$ cat src/rtl/cpu_types_pkg.sv
// Shared CPU types: register/word widths, pipeline-control state and the
// latch-control bundle driven by pipeline_control.
package cpu_types_pkg;

    localparam int REG_W  = 5;
    localparam int WORD_W = 32;

    typedef logic [REG_W-1:0]  regbits_t;
    typedef logic [WORD_W-1:0] word_t;

    localparam word_t WORD_MAX = '1;

    typedef enum logic [1:0] {
        RUN   = 2'd0,
        DWAIT = 2'd1,
        HALT  = 2'd2
    } pcstate_t;

    typedef struct packed {
        logic pc_en;
        logic fl_en;
        logic dl_en;
        logic el_en;
        logic ml_en;
        logic fl_flush;
        logic dl_flush;
        logic el_flush;
        logic ml_flush;
    } ctrl_t;

    function automatic ctrl_t ctrl_fill(logic en, logic flush);
        ctrl_t c;
        c.pc_en    = en;
        c.fl_en    = en;
        c.dl_en    = en;
        c.el_en    = en;
        c.ml_en    = en;
        c.fl_flush = flush;
        c.dl_flush = flush;
        c.el_flush = flush;
        c.ml_flush = flush;
        return c;
    endfunction

    function automatic word_t sat_inc(word_t v);
        return (v == WORD_MAX) ? v : v + word_t'(1);
    endfunction

endpackage

$ cat src/rtl/load_use_detect.sv
// Flags an EX-stage load whose destination feeds an ID-stage source.
// Register 0 never creates a hazard since it is hardwired.
module load_use_detect
    import cpu_types_pkg::*;
(
    input  logic     ex_dmemREN,
    input  regbits_t ex_wsel,
    input  regbits_t id_rs,
    input  regbits_t id_rt,
    output logic     load_use
);

    logic wsel_nz;
    logic src_hit;

    always_comb begin
        wsel_nz  = (ex_wsel != '0);
        src_hit  = (ex_wsel == id_rs) || (ex_wsel == id_rt);
        load_use = ex_dmemREN && wsel_nz && src_hit;
    end

endmodule

$ cat src/rtl/pipeline_control.sv
// Central stall/flush/halt control for the five-stage pipeline.
// Tracks outstanding data accesses and a sticky halt with a 3-state FSM.
module pipeline_control
    import cpu_types_pkg::*;
(
    input  logic     CLK,
    input  logic     RST,
    input  logic     ihit,
    input  logic     dhit,
    input  logic     ex_dmemREN,
    input  regbits_t ex_wsel,
    input  regbits_t id_rs,
    input  regbits_t id_rt,
    input  logic     mem_dmemREN,
    input  logic     mem_dmemWEN,
    input  logic     mem_redirect,
    input  logic     mem_halt,
    output logic     pc_en,
    output logic     fl_en,
    output logic     dl_en,
    output logic     el_en,
    output logic     ml_en,
    output logic     fl_flush,
    output logic     dl_flush,
    output logic     el_flush,
    output logic     ml_flush,
    output logic     dmem_req,
    output logic     halt,
    output word_t    stall_count
);

    pcstate_t state_q;
    pcstate_t next_state;
    logic     halt_q;
    word_t    stall_q;
    ctrl_t    ctrl;
    logic     dreq;

    logic mem_pending;
    logic is_halt;
    logic memstall;
    logic load_use;

    logic sel_halt;
    logic sel_ms;
    logic sel_rd;
    logic sel_lu;
    logic sel_fs;
    logic sel_norm;

    load_use_detect u_lud (
        .ex_dmemREN (ex_dmemREN),
        .ex_wsel    (ex_wsel),
        .id_rs      (id_rs),
        .id_rt      (id_rt),
        .load_use   (load_use)
    );

    // One-hot priority select so the decoder below stays unique
    always_comb begin
        mem_pending = mem_dmemREN || mem_dmemWEN;
        is_halt     = (state_q == HALT);
        memstall    = !is_halt && mem_pending && !dhit;
        sel_halt    = is_halt;
        sel_ms      = !is_halt && memstall;
        sel_rd      = !is_halt && !memstall && mem_redirect;
        sel_lu      = !is_halt && !memstall && !mem_redirect
                    && load_use;
        sel_fs      = !is_halt && !memstall && !mem_redirect
                    && !load_use && !ihit;
        sel_norm    = !is_halt && !memstall && !mem_redirect
                    && !load_use && ihit;
    end

    always_comb begin
        next_state = state_q;
        unique case (state_q)
            RUN, DWAIT: begin
                if (mem_halt && (!mem_pending || dhit))
                    next_state = HALT;
                else if (memstall)
                    next_state = DWAIT;
                else
                    next_state = RUN;
            end
            HALT:    next_state = HALT;
            default: next_state = RUN;
        endcase
    end

    always_comb begin
        ctrl = ctrl_fill(1'b1, 1'b0);
        dreq = mem_pending;
        if (RST) begin
            ctrl = ctrl_fill(1'b0, 1'b1);
            dreq = 1'b0;
        end else begin
            unique case (1'b1)
                sel_halt: begin
                    ctrl = ctrl_fill(1'b0, 1'b0);
                    dreq = 1'b0;
                end
                sel_ms: begin
                    ctrl = ctrl_fill(1'b0, 1'b0);
                end
                sel_rd: begin
                    ctrl          = ctrl_fill(1'b1, 1'b0);
                    ctrl.fl_flush = 1'b1;
                    ctrl.dl_flush = 1'b1;
                    ctrl.el_flush = 1'b1;
                end
                sel_lu: begin
                    ctrl          = ctrl_fill(1'b1, 1'b0);
                    ctrl.pc_en    = 1'b0;
                    ctrl.fl_en    = 1'b0;
                    ctrl.dl_flush = 1'b1;
                end
                sel_fs: begin
                    ctrl          = ctrl_fill(1'b1, 1'b0);
                    ctrl.pc_en    = 1'b0;
                    ctrl.fl_flush = 1'b1;
                end
                sel_norm: begin
                    ctrl = ctrl_fill(1'b1, 1'b0);
                end
                default: begin
                    ctrl = ctrl_fill(1'b1, 1'b0);
                end
            endcase
        end
    end

    always_ff @(posedge CLK or posedge RST) begin
        if (RST) begin
            state_q <= RUN;
            halt_q  <= 1'b0;
            stall_q <= '0;
        end else begin
            state_q <= next_state;
            halt_q  <= (next_state == HALT);
            if (!ctrl.pc_en && !is_halt)
                stall_q <= sat_inc(stall_q);
        end
    end

    always_comb begin
        pc_en       = ctrl.pc_en;
        fl_en       = ctrl.fl_en;
        dl_en       = ctrl.dl_en;
        el_en       = ctrl.el_en;
        ml_en       = ctrl.ml_en;
        fl_flush    = ctrl.fl_flush;
        dl_flush    = ctrl.dl_flush;
        el_flush    = ctrl.el_flush;
        ml_flush    = ctrl.ml_flush;
        dmem_req    = dreq;
        halt        = halt_q;
        stall_count = stall_q;
    end

endmodule

$ cat config.mk
export PLATFORM = sky130hd
export DESIGN_NAME = pipeline_control
export DESIGN_NICKNAME = d
export VERILOG_FILES = /design/src/rtl/cpu_types_pkg.sv /design/src/rtl/load_use_detect.sv /design/src/rtl/pipeline_control.sv
export SDC_FILE = /design/constraint.sdc
export NUM_CORES = 1
export LEC_CHECK = 0
export BUFFER_PORTS_ARGS = -buffer_cell sky130_fd_sc_hd__buf_2
export CORE_MARGIN = 2
export CORE_UTILIZATION = 40
export DETAILED_ROUTE_END_ITERATION = 10
export PLACE_DENSITY_LB_ADDON = 0.3
export SKIP_LAST_GASP = 1
export SLEW_MARGIN = 5
export SYNTH_ARGS = -nofsm -noshare
export SYNTH_HDL_FRONTEND = slang
export SYNTH_HIERARCHICAL = 1
export SYNTH_SLANG_ARGS = --single-unit
$ cat constraint.sdc
create_clock -name CLK -period 5.05 [get_ports CLK]
set_input_delay 0.2525 -clock CLK [delete_from_list [all_inputs] [get_ports CLK]]
set_output_delay 0.2525 -clock CLK [all_outputs]
set_load 0.02 [all_outputs]
==> reports/summary.txt, run 1 <==
Final RePlAce weighted congestion = 0.8125
Layout area overhead = 23.24%
Asr flop ratio synth = 1.000
Core area = 4755 um2
Cts repair resizes = 0
Hold Fails Final Rpt = 0
Kind of critical path = input port to register
Seq cells post-synth = 35
Antenna viol nets, final = 0
RSZ-0062 raised after global routing = false
CTS root buf = clkbuf_8
Setup Buffers After CTS = 0
Cell Area, Synth = 1976 um2
Largest net degree at the start of global routing = 40
Register area = 875.8 um2
Layout Utilization = 0.5121
Commonest non-fill, non-tap cell in the layout = buf_2
Wire per inst = 13.54 um
Ranking of synthesized cells by area = dfrtp_1 (44%), xor2_1 (14%), nor4_1 (4.1%)
Layout Skew = 0.006556 ns
DR pass1 iterations = 5
PwrDens = 342.5 nW/um2
WP data arrival = 2.73 ns
Critical path's slowest cell = nand2_1
Syn Inst Count = 201
CTS Buf Count = 5
Crit path cell chain = buf_2 > xor2_1 > nor3_1 > nand3_1 > a21oi_1 > nor2b_1 > o2111ai_2 > nand2_1 > nor4_1 > mux2_2
Footprint of the multi-input gates = 1035 um2
Leakage = 1.291 nW
Crit path capture type = register
Hold-fix buffers, CTS = 0
Yosys cell types = 35
Number of diodes = 0
Worst-margin pin slew = 0.8601 ns
Final setup TNS = 0 ns
Max Fclk = 0.3921 GHz
Nets = 293
Critical path fanouts, max = 19
# IOs = 67
Run status = finished clean
Yosys top cell area share = 0.4433
Area leader, netlist = dfrtp_1
GRT Util Overall = 0.1730
Remaining DRCs = 0
Height of the die = 74.28 um
Die ar. = 5518 um2
Rows = 25
Starting density of the core = 0.4155
Max-cap check violation count = 0
Mapped Avg Cell Area = 9.829 um2
Worst Path Buf+Inv = 1
First-pass GRT wire length = 7258 um
CTS tree = built
Largest stage delay, worst path = 0.46 ns
Worst slew margin = 0.4260
Number of synthesized flops with an enable pin = 0
WL final = 4536 um
Most frequent cells in the layout = buf_2 (66), dfrtp_1 (35), xor2_1 (32), nand2_1 (18), nor3_1 (14)
# fillers = 488
Period utilization = 0.5050
Crit Reg-Reg Startpoint = stall_count[20]
IO buf count = 66
Final setup viols = 0
HPWL after DPL = 3327 um
Syn Nets = 226
Share of layout cells above drive strength 1 = 0.3060
Clock Latency Late Sink = 0.29 ns
Vias in the first global route = 1,610
CP Launch Type = input port
CTS sink cnt = 35
HP Class = input port to asynchronous set/reset pin
Routed vias/inst = 5.134
Maximum VDD drop = 0.0002459 V
Synth warn = 6
Register area share after synthesis = 0.4433
Main flop type after synthesis = dfrtp_1
Gr ovfl total = 0
Max clock buf depth = 2
Fin crit period = 2.550 ns
Pins over their slew limit = 0
DR iter-0 viols = 55
Worst setup path startpoint = ex_wsel[0]
Initial antenna violation count = 0
Htree depth = 2
Top Family by Delay on Critical Path = simple AND/OR/NAND/NOR gates
Die X = 74.28 um
CP required = 5.23 ns
Clock slew at reported path FFs = 0.07 ns
Via Count = 1,720
[flip-flops by register name, summed over array words and instances, names as in the netlist]
register,count
stall_count,32
halt,1
state_q,2
[synth_stat cells (all sizes together), types with 4 or more instances]
| master | n |
|---|---|
| and3 | 6 |
| buf | 6 |
| dfrtp | 35 |
| inv | 4 |
| nand2 | 18 |
| nand3 | 12 |
| nand4 | 12 |
| nor2 | 10 |
| nor3 | 14 |
| nor4 | 14 |
| o21ai | 6 |
| xnor2 | 7 |
| xor2 | 32 |
[power breakdown]
| part | total (W) | internal [W] | switching [W] |
|---|---|---|---|
| Combinational | 0.000275 | 0.0000953 | 0.000180 |
| Sequential | 0.000355 | 0.000318 | 0.0000377 |
| Clock | 0.000204 | 0.000107 | 0.0000967 |
| Total | 0.000834 | 0.000520 | 0.000314 |
[layout make-up]
class | count | area share
clock buffers | 6 | 0.03392
multi-input cells | 155 | 0.4250
flip-flops and latches | 35 | 0.3597
inverters | 4 | 0.006166
repair buffers | 67 | 0.1387
clock inverters | 1 | 0.002055
well taps | 67 | 0.03443
[through the flow]
step | hold WS, ns | std cells | setup WS (ns) | power [W] | instance area, um2
after floorplan | 0.4187 | 201 | 2.751 | 0.0005531 | 1976
after global placement | 0.4219 | 328 | 2.270 | 0.0006307 | 2347
after detailed placement | 0.4294 | 328 | 2.196 | 0.0006361 | 2347
after CTS | 0.1147 | 335 | 2.491 | 0.0008424 | 2435
after global routing | 0.1369 | 335 | 2.165 | 0.0008877 | 2435
final | 0.09619 | 335 | 2.500 | 0.0008340 | 2435
[logic make-up (layout without fill, tap and decap cells)]
logic type / count (synthesis) / count (layout) / synth area share
XOR/XNOR: 39 / 39 / 0.1729
buffers and inverters: 11 / 78 / 0.03293
multiplexers: 3 / 3 / 0.01710
adder cells (fa/ha/maj): 1 / 1 / 0.006332
flip-flops: 35 / 35 / 0.4433
AO/OA/AOI/OAI: 10 / 10 / 0.03293
AND/OR/NAND/NOR: 102 / 102 / 0.2945
[worst register-to-register path, stage by stage, from the launching register on]
cell and delay (ns):
dfrtp_1 0.48, nand4_2 0.15, or4_4 0.59, nor3b_4 0.73, nor3_1 0.18, xor2_1 0.18
[metal layers]
layer	part of all wire	GRT usage	vias up
li1	-	-	848
met1	0.44	0.2184	794
met2	0.47	0.2827	67
met3	0.065	0.03930	11
met4	0.024	0.08135	0
met5	0	0	-
[path summary, 6_finish.rpt]
check | to | depth (start not counted) | slack [ns]
max | stall_count[30] | 10 | 2.50
min | state_q[0] | 3 | 0.1
max reg2reg | stall_count[29] | 5 | 2.61
min reg2reg | state_q[0] | 1 | 0.47
max in group asynchronous | stall_count[12] | 3 | 4.63
min in group CLK | halt | 3 | 0.25
Power figures use the tool's default switching activity.
==> run 2, diff against run 1 <==
==> constraint.sdc (replaced) <==
create_clock -name CLK -period 2.05 [get_ports CLK]
set_input_delay 0.1025 -clock CLK [delete_from_list [all_inputs] [get_ports CLK]]
set_output_delay 0.1025 -clock CLK [all_outputs]
set_load 0.02 [all_outputs]
==> run 2 against run 1 <==
  * The run now ends with hold timing left
  * Flip-flop and latch count unchanged
  * Utilization up 4.9 points
  * First-iteration DRC count down 13%
  * Largest cell class unchanged
==> reports/summary.txt, run 2 (same netlist as run 1, synthesis figures left out) <==
Number of diodes = 0
Htree depth = 2
Largest net degree at the start of global routing = 39
Layout Skew = 0.009341 ns
CTS tree = built
Commonest non-fill, non-tap cell in the layout = buf_2
Critical path fanouts, max = 12
Gr ovfl total = 0
RSZ-0062 raised after global routing = true
Final setup viols = 0
CP required = 2.21 ns
Clock slew at reported path FFs = 0.07 ns
Remaining DRCs = 0
Rows = 25
Leakage = 1.429 nW
Setup Buffers After CTS = 0
Final RePlAce weighted congestion = 0.7745
Via Count = 1,814
Wire per inst = 13.45 um
# IOs = 67
R2r worst-path depth = 6
Crit path capture type = register
Pins over their slew limit = 0
CTS root buf = clkbuf_8
WP data arrival = 2.06 ns
Most frequent cells in the layout = buf_2 (66), dfrtp_1 (35), xor2_1 (32), buf_4 (25), nand2_1 (17)
Vias in the first global route = 1,770
CTS Buf Count = 5
DR iter-0 viols = 48
Run status = complete, but fails checks
CP Depth = 6
Die ar. = 5518 um2
Worst slew margin = 0.6866
Failing checks = hold timing
Setup ws final = 0.1463 ns
Top Family by Delay on Critical Path = simple AND/OR/NAND/NOR gates
Largest register FFs = 32
Layout area overhead = 35.09%
Starting density of the core = 0.4155
Post-Place Setup Slack = -0.1231 ns
WL final = 4857 um
Cts repair resizes = 0
Share of layout cells above drive strength 1 = 0.3810
Hold Worst Slack = -0.005712 ns
Largest stage delay, worst path = 0.60 ns
CTS sink cnt = 35
Final setup TNS = 0 ns
Kind of critical path = register to register
Hold Fails Final Rpt = 12
Routed vias/inst = 5.025
Layout Utilization = 0.5613
Crit path cell chain = nand4_2 > or4_4 > nor3b_4 > buf_4 > nor3_1 > xor2_1
Max Fclk = 0.5253 GHz
Worst Path Buf+Inv = 1
Die X = 74.28 um
Nets = 318
PwrDens = 821.2 nW/um2
Clock Latency Late Sink = 0.29 ns
Critical path's slowest cell = or4_4
Period utilization = 0.9286
Max clock buf depth = 2
DR pass1 iterations = 5
GRT Util Overall = 0.1909
Height of the die = 74.28 um
Fin crit period = 1.904 ns
Core area = 4755 um2
Maximum VDD drop = 0.0004224 V
CP Launch Type = register
HP Class = input port to asynchronous set/reset pin
Worst-margin pin slew = 0.4701 ns
HPWL after DPL = 3746 um
Antenna viol nets, final = 0
Max-cap check violation count = 0
IO buf count = 66
Initial antenna violation count = 0
Hold-fix buffers, CTS = 0
First-pass GRT wire length = 7976 um
[run 2: changes by cell type in the layout (fill, tap and decap cells not counted), moves of 2 or more]
cell,before,now
buf_4,1,25
clkbuf_1,0,2
nor4_1,13,10
nor4_2,1,3
[run 2: worst paths after layout]
path                            startpoint  slack, ns         endpoint
max                        stall_count[22]       0.15  stall_count[29]
max reg2reg                stall_count[22]       0.15  stall_count[29]
max in group asynchronous              RST       1.72  stall_count[27]
min                                    RST     -0.006  stall_count[10]
min in group CLK                  mem_halt       0.10       state_q[1]
min reg2reg                     state_q[1]       0.47       state_q[0]
[run 2: stage by stage]
stage	cell area (um2)	instances	power, W
floorplan	1982	201	0.001367
global placement	2554	353	0.001702
detailed placement	2554	353	0.001723
CTS	2635	361	0.002202
global route	2669	361	0.002331
finish	2669	361	0.002192
[run 2: power by group]
part	leakage, nW	switching (W)	internal (W)
sequential	0.461	0.0000741	0.000782
combinational	0.925	0.000504	0.000353
clock	0.0422	0.000240	0.000238
total	1.43	0.000818	0.00137
[run 2: worst reg2reg max path, cell delays in order, from the launching register on]
cell and delay (ns):
dfrtp_1 0.37, nand4_2 0.16, or4_4 0.60, nor3b_4 0.20
buf_4 0.22, nor3_1 0.09, xor2_1 0.15
[run 2: layout make-up]
| class | instances | area [um2] |
|---|---|---|
| repair buffers | 92 | 538.0 |
| clock buffers | 7 | 76.32 |
| inverters | 4 | 18.77 |
| well taps | 67 | 83.83 |
| multi-input cells | 155 | 1071 |
| flip-flops and latches | 35 | 875.8 |
| clock inverters | 1 | 5.005 |
| fillers | 474 | 2086 |
[run 2: routing by layer]
layer  vias to the layer above  GRT usage  part of all wire
met5                         -          0                 0
met4                         0    0.06548             0.016
met3                         6    0.03523             0.056
met2                        56     0.3274              0.48
met1                       846     0.2433              0.44
li1                        906          -                 -
